<file path="src/rtl/sipo_deser.sv">
// Serial-in/parallel-out deserializer: collects WIDTH serial bits (MSB first) into a
// frame, publishes it on P and strobes V for one clock when the frame completes.
module sipo_deser #(
    parameter int WIDTH = 4,
    parameter int CW    = 2
) (
    input  logic             C,
    input  logic             nR,
    input  logic             D,
    input  logic             EN,
    output logic [WIDTH-1:0] P,
    output logic             V,
    output logic [CW-1:0]    CNT
);

    typedef enum logic {
        PH_FILL = 1'b0,
        PH_LAST = 1'b1
    } phase_t;

    localparam logic [CW-1:0] LAST_CNT = CW'(WIDTH - 1);

    logic [WIDTH-1:0] shift_r;
    logic [WIDTH-1:0] shift_next_s;
    logic [WIDTH-1:0] shifted_s;
    logic [WIDTH-1:0] p_r;
    logic [WIDTH-1:0] p_next_s;
    logic             v_r;
    logic             v_next_s;
    logic [CW-1:0]    cnt_r;
    logic [CW-1:0]    cnt_next_s;
    phase_t           phase_s;

    // Phase is implied by the bit counter: the last bit of a frame completes it.
    always_comb begin
        shifted_s = {shift_r[WIDTH-2:0], D};
        if (cnt_r == LAST_CNT) begin
            phase_s = PH_LAST;
        end else begin
            phase_s = PH_FILL;
        end
    end

    // Next-state logic; EN=0 freezes the frame and terminates any strobe.
    always_comb begin
        shift_next_s = shift_r;
        p_next_s     = p_r;
        cnt_next_s   = cnt_r;
        v_next_s     = 1'b0;
        if (EN) begin
            case (phase_s)
                PH_FILL: begin
                    shift_next_s = shifted_s;
                    cnt_next_s   = cnt_r + CW'(1);
                end
                PH_LAST: begin
                    shift_next_s = shifted_s;
                    p_next_s     = shifted_s;
                    cnt_next_s   = {CW{1'b0}};
                    v_next_s     = 1'b1;
                end
                default: begin
                    shift_next_s = {WIDTH{1'b0}};
                    cnt_next_s   = {CW{1'b0}};
                end
            endcase
        end else begin
            v_next_s = 1'b0;
        end
    end

    // State and output registers; reset discards any partial frame and the last P.
    always_ff @(posedge C or negedge nR) begin
        if (!nR) begin
            shift_r <= {WIDTH{1'b0}};
            p_r     <= {WIDTH{1'b0}};
            v_r     <= 1'b0;
            cnt_r   <= {CW{1'b0}};
        end else begin
            shift_r <= shift_next_s;
            p_r     <= p_next_s;
            v_r     <= v_next_s;
            cnt_r   <= cnt_next_s;
        end
    end

    assign P   = p_r;
    assign V   = v_r;
    assign CNT = cnt_r;

endmodule

</file>
<file path="config.mk">
export PLATFORM = sky130hd
export DESIGN_NAME = sipo_deser
export DESIGN_NICKNAME = d
export VERILOG_FILES = /design/src/rtl/sipo_deser.sv
export SDC_FILE = /design/constraint.sdc
export NUM_CORES = 1
export LEC_CHECK = 0
export ABC_AREA = 1
export CAP_MARGIN = 10
export CORE_AREA = 4 4 41 43
export CTS_CLUSTER_SIZE = 12
export DETAILED_ROUTE_END_ITERATION = 12
export DIE_AREA = 0 0 45 47
export PLACE_DENSITY = 0.62
export SYNTH_ARGS = -nofsm -noshare
export SYNTH_HDL_FRONTEND = slang
export SYNTH_SLANG_ARGS = --single-unit
</file>
<file path="constraint.sdc">
create_clock -name C -period 2.5 [get_ports C]
set_input_delay 0.5 -clock C [delete_from_list [all_inputs] [get_ports C]]
set_output_delay 0.5 -clock C [all_outputs]
set_load 0.01 [all_outputs]
</file>
==> reports/qor.yml <==
final_layout:
  postLayoutCoreUtil_pct: 40.9
  area_growth_pct: 32.4
  layout_commonest_cell: "nand2_1"
  design_area_um2: 532
  antennaDiodeCount: 0
  drive_gt1_share_pct: 7.41
  most-common-layout-cells: "nand2_1, dfrtp_1, clkdlybuf4s50_1"
  fin_nets: 61
drt:
  drt-initial-drc-count: 2
  routed_wl_um: 680
  dr_total_vias: 317
  antenna_left: 0
  drtPass1Iterations: 4
  routedWlPerCell_um: 9.86
  viasPerCell: 4.59
  route.detailed.drc: 0
yosys:
  yosys_warnings: 0
  muxShareOfSynthArea_pct: 0
  syn_area_um2: 402
  yosysTopAreaCellShare_pct: 62.3
  synth_top_family_by_area: "simple AND/OR/NAND/NOR gates"
  synth-seq-cells: 10
  yosys.cell_types.count: 9
  syn_inst: 42
  synth_compound_area_share_pct: 2.49
  synth_fa_ha_area_share_pct: 3.12
  yosys-top-cells-area: "dfrtp_1, nand2_1, nand3_1, ha_1, buf_6"
  yosysTopAreaCell: "dfrtp_1"
  yosysSeqAreaShare_pct: 62.3
  synth.avg_cell_area_um2: 9.56
  syn_nets: 47
  synthSimpleGateAreaFrac_pct: 26.5
  synth_xor_area_share_pct: 0
clock_network:
  ctsResizeCount: 0
  clk_pin_slew_ns: 0.06
  cts_sinks: 10
  cts_tree: "done"
  cts.htree.levels: 1
  cts_setup_buffers: 0
  root_buffer: "clkbuf_4"
  clk_path_buf_depth: 2
  clock_latency_ns: 0.26
  cts_hold_buf: 0
  numCtsBuffers: 3
grt:
  grt_pass1_vias: 277
  gr-usage-met2_pct: 11.3
  grt_max_degree: 12
  antenna_found_initial: 0
  met1_usage_pct: 10.1
  grt_pass1_wl_um: 1190
  use_met3_pct: 3.45
  top_usage_layer: "met2"
  gr-usage-all-layers_pct: 8.54
  grt_overflow_total: 0
critical_path:
  worstPathRequired_ns: 2.00
  cp.arrival_ns: 1.21
  path_buf_inv: 1
  crit_path_end: "CNT[0]"
  r2r_setup_slack_ns: 1.47
  critical_path.top_delay_family: "buffers and inverters"
  timing.rr.end: "P[0]"
  worst_setup_path_end_kind: "primary output"
  reg2regPathDepth: 4
  r2r_start: "CNT[0]"
  worstSetupStartpoint: "CNT[0]"
  worstPathMaxFanout: 4
  worst_path_max_delay_cell: "clkdlybuf4s50_1"
  critPathMaxStageDelay_ns: 0.56
  critical_path_class: "flip-flop to primary output"
  cp-start-kind: "flip-flop"
  crit_chain: "clkdlybuf4s50_1"
  worst-path-stages: 1
sta:
  drv_slew: 0
  period_share_pct: 68.5
  slew_headroom_pct: 70.8
  fin_worst_skew_ns: 0.00218
  setup_violations: 0
  hold_violations: 0
  clock.fmax_mhz: 584
  tightest_slew_ns: 0.437
  min_period_ns: 1.71
  setup_tns_ns: 0
  rsz0062_at_grt: "false"
flow_run:
  max_cap_violations: 0
floorplanning:
  die_w_um: 45
  start_util_pct: 30.9
  fp.dieH_um: 47
  core_area_um2: 1300
  io_pins: 11
  fp.dieArea_um2: 2120
  std_cell_rows: 13
placed_design:
  dp_hpwl_um: 519
  place_congestion: 0.754
  dpl-instance-area_um2: 509
  portBuffers: 10
pwr:
  switching_share_pct: 31.2
  pwr-share-comb_pct: 36.9
  power_density_nw_per_um2: 1050
  p_int_mw: 0.384
  finalPower_mw: 0.559
  seqPwrFrac_pct: 44.0
  p_clk_share_pct: 19.1
  p_leak_nw: 0.281
  switchingPower_mw: 0.175
  peakVddDrop_uv: 495
worst_hold_path:
  hold_class: "flip-flop to flip-flop"
outcome:
  status: "completed"
[metrics by stage]
stage / setup slack (ns) / std cells / hold WS (ns)
floorplan: 1.52 / 42 / 0.204
global placement: 0.881 / 66 / 0.455
detailed placement: 0.855 / 66 / 0.462
CTS: 0.776 / 69 / 0.478
global route: 0.733 / 69 / 0.506
finish: 0.788 / 69 / 0.469
[worst reg2reg max path, stage by stage (launching register included)]
cell and delay (ns):
dfrtp_1 0.40, ha_1 0.32, nand2_4 0.10, nand2_1 0.07, nand2_1 0.04
[sequential cells by signal, indices dropped and copies added (netlist names)]
signal   count
CNT          2
P            4
V            1
shift_r      3
[metal layers]
layer / vias up / routed length (um)
met1: 147 / 300
met2: 11 / 292
li1: 155 / -
met5: - / 0
met3: 4 / 60
met4: 0 / 26
[power by group through the flow]
stage | combinational [mW] | sequential [mW] | clock, mW
floorplan | 0.0740 | 0.269 | 0
global placement | 0.209 | 0.249 | 0
detailed placement | 0.211 | 0.250 | 0
CTS | 0.212 | 0.247 | 0.112
global route | 0.235 | 0.256 | 0.121
finish | 0.206 | 0.246 | 0.107
[cell usage after synthesis (all sizes together)]
| cell | number |
|---|---|
| o21ai | 2 |
| nor2 | 1 |
| inv | 3 |
| nand3 | 4 |
| ha | 1 |
| dfrtp | 10 |
| buf | 1 |
| nand2 | 20 |
[cell type report]
| type | count | area (um2) |
|---|---|---|
| inverter | 3 | 11.3 |
| tap | 15 | 18.8 |
| clock buffer | 3 | 22.5 |
| timing repair buffer | 10 | 100 |
| sequential | 10 | 250 |
| fill | 151 | 769 |
| multi-input combinational | 28 | 129 |
[cell families after synthesis]
logic type,Yosys count
AO/OA/AOI/OAI,2
adder cells (fa/ha/maj),1
buffers and inverters,4
flip-flops,10
AND/OR/NAND/NOR,25
[how the worst min path moves through the flow]
stage | start | end | slack [ns] | cells past startpoint
floorplan | nR | CNT[0] | 0.20 | 0
global placement | P[2] | P[2] | 0.46 | 2
detailed placement | P[2] | P[2] | 0.46 | 2
CTS | P[2] | P[2] | 0.48 | 2
global route | P[3] | P[3] | 0.51 | 2
finish | P[3] | P[3] | 0.47 | 2
(Power assumes the default switching activity.)
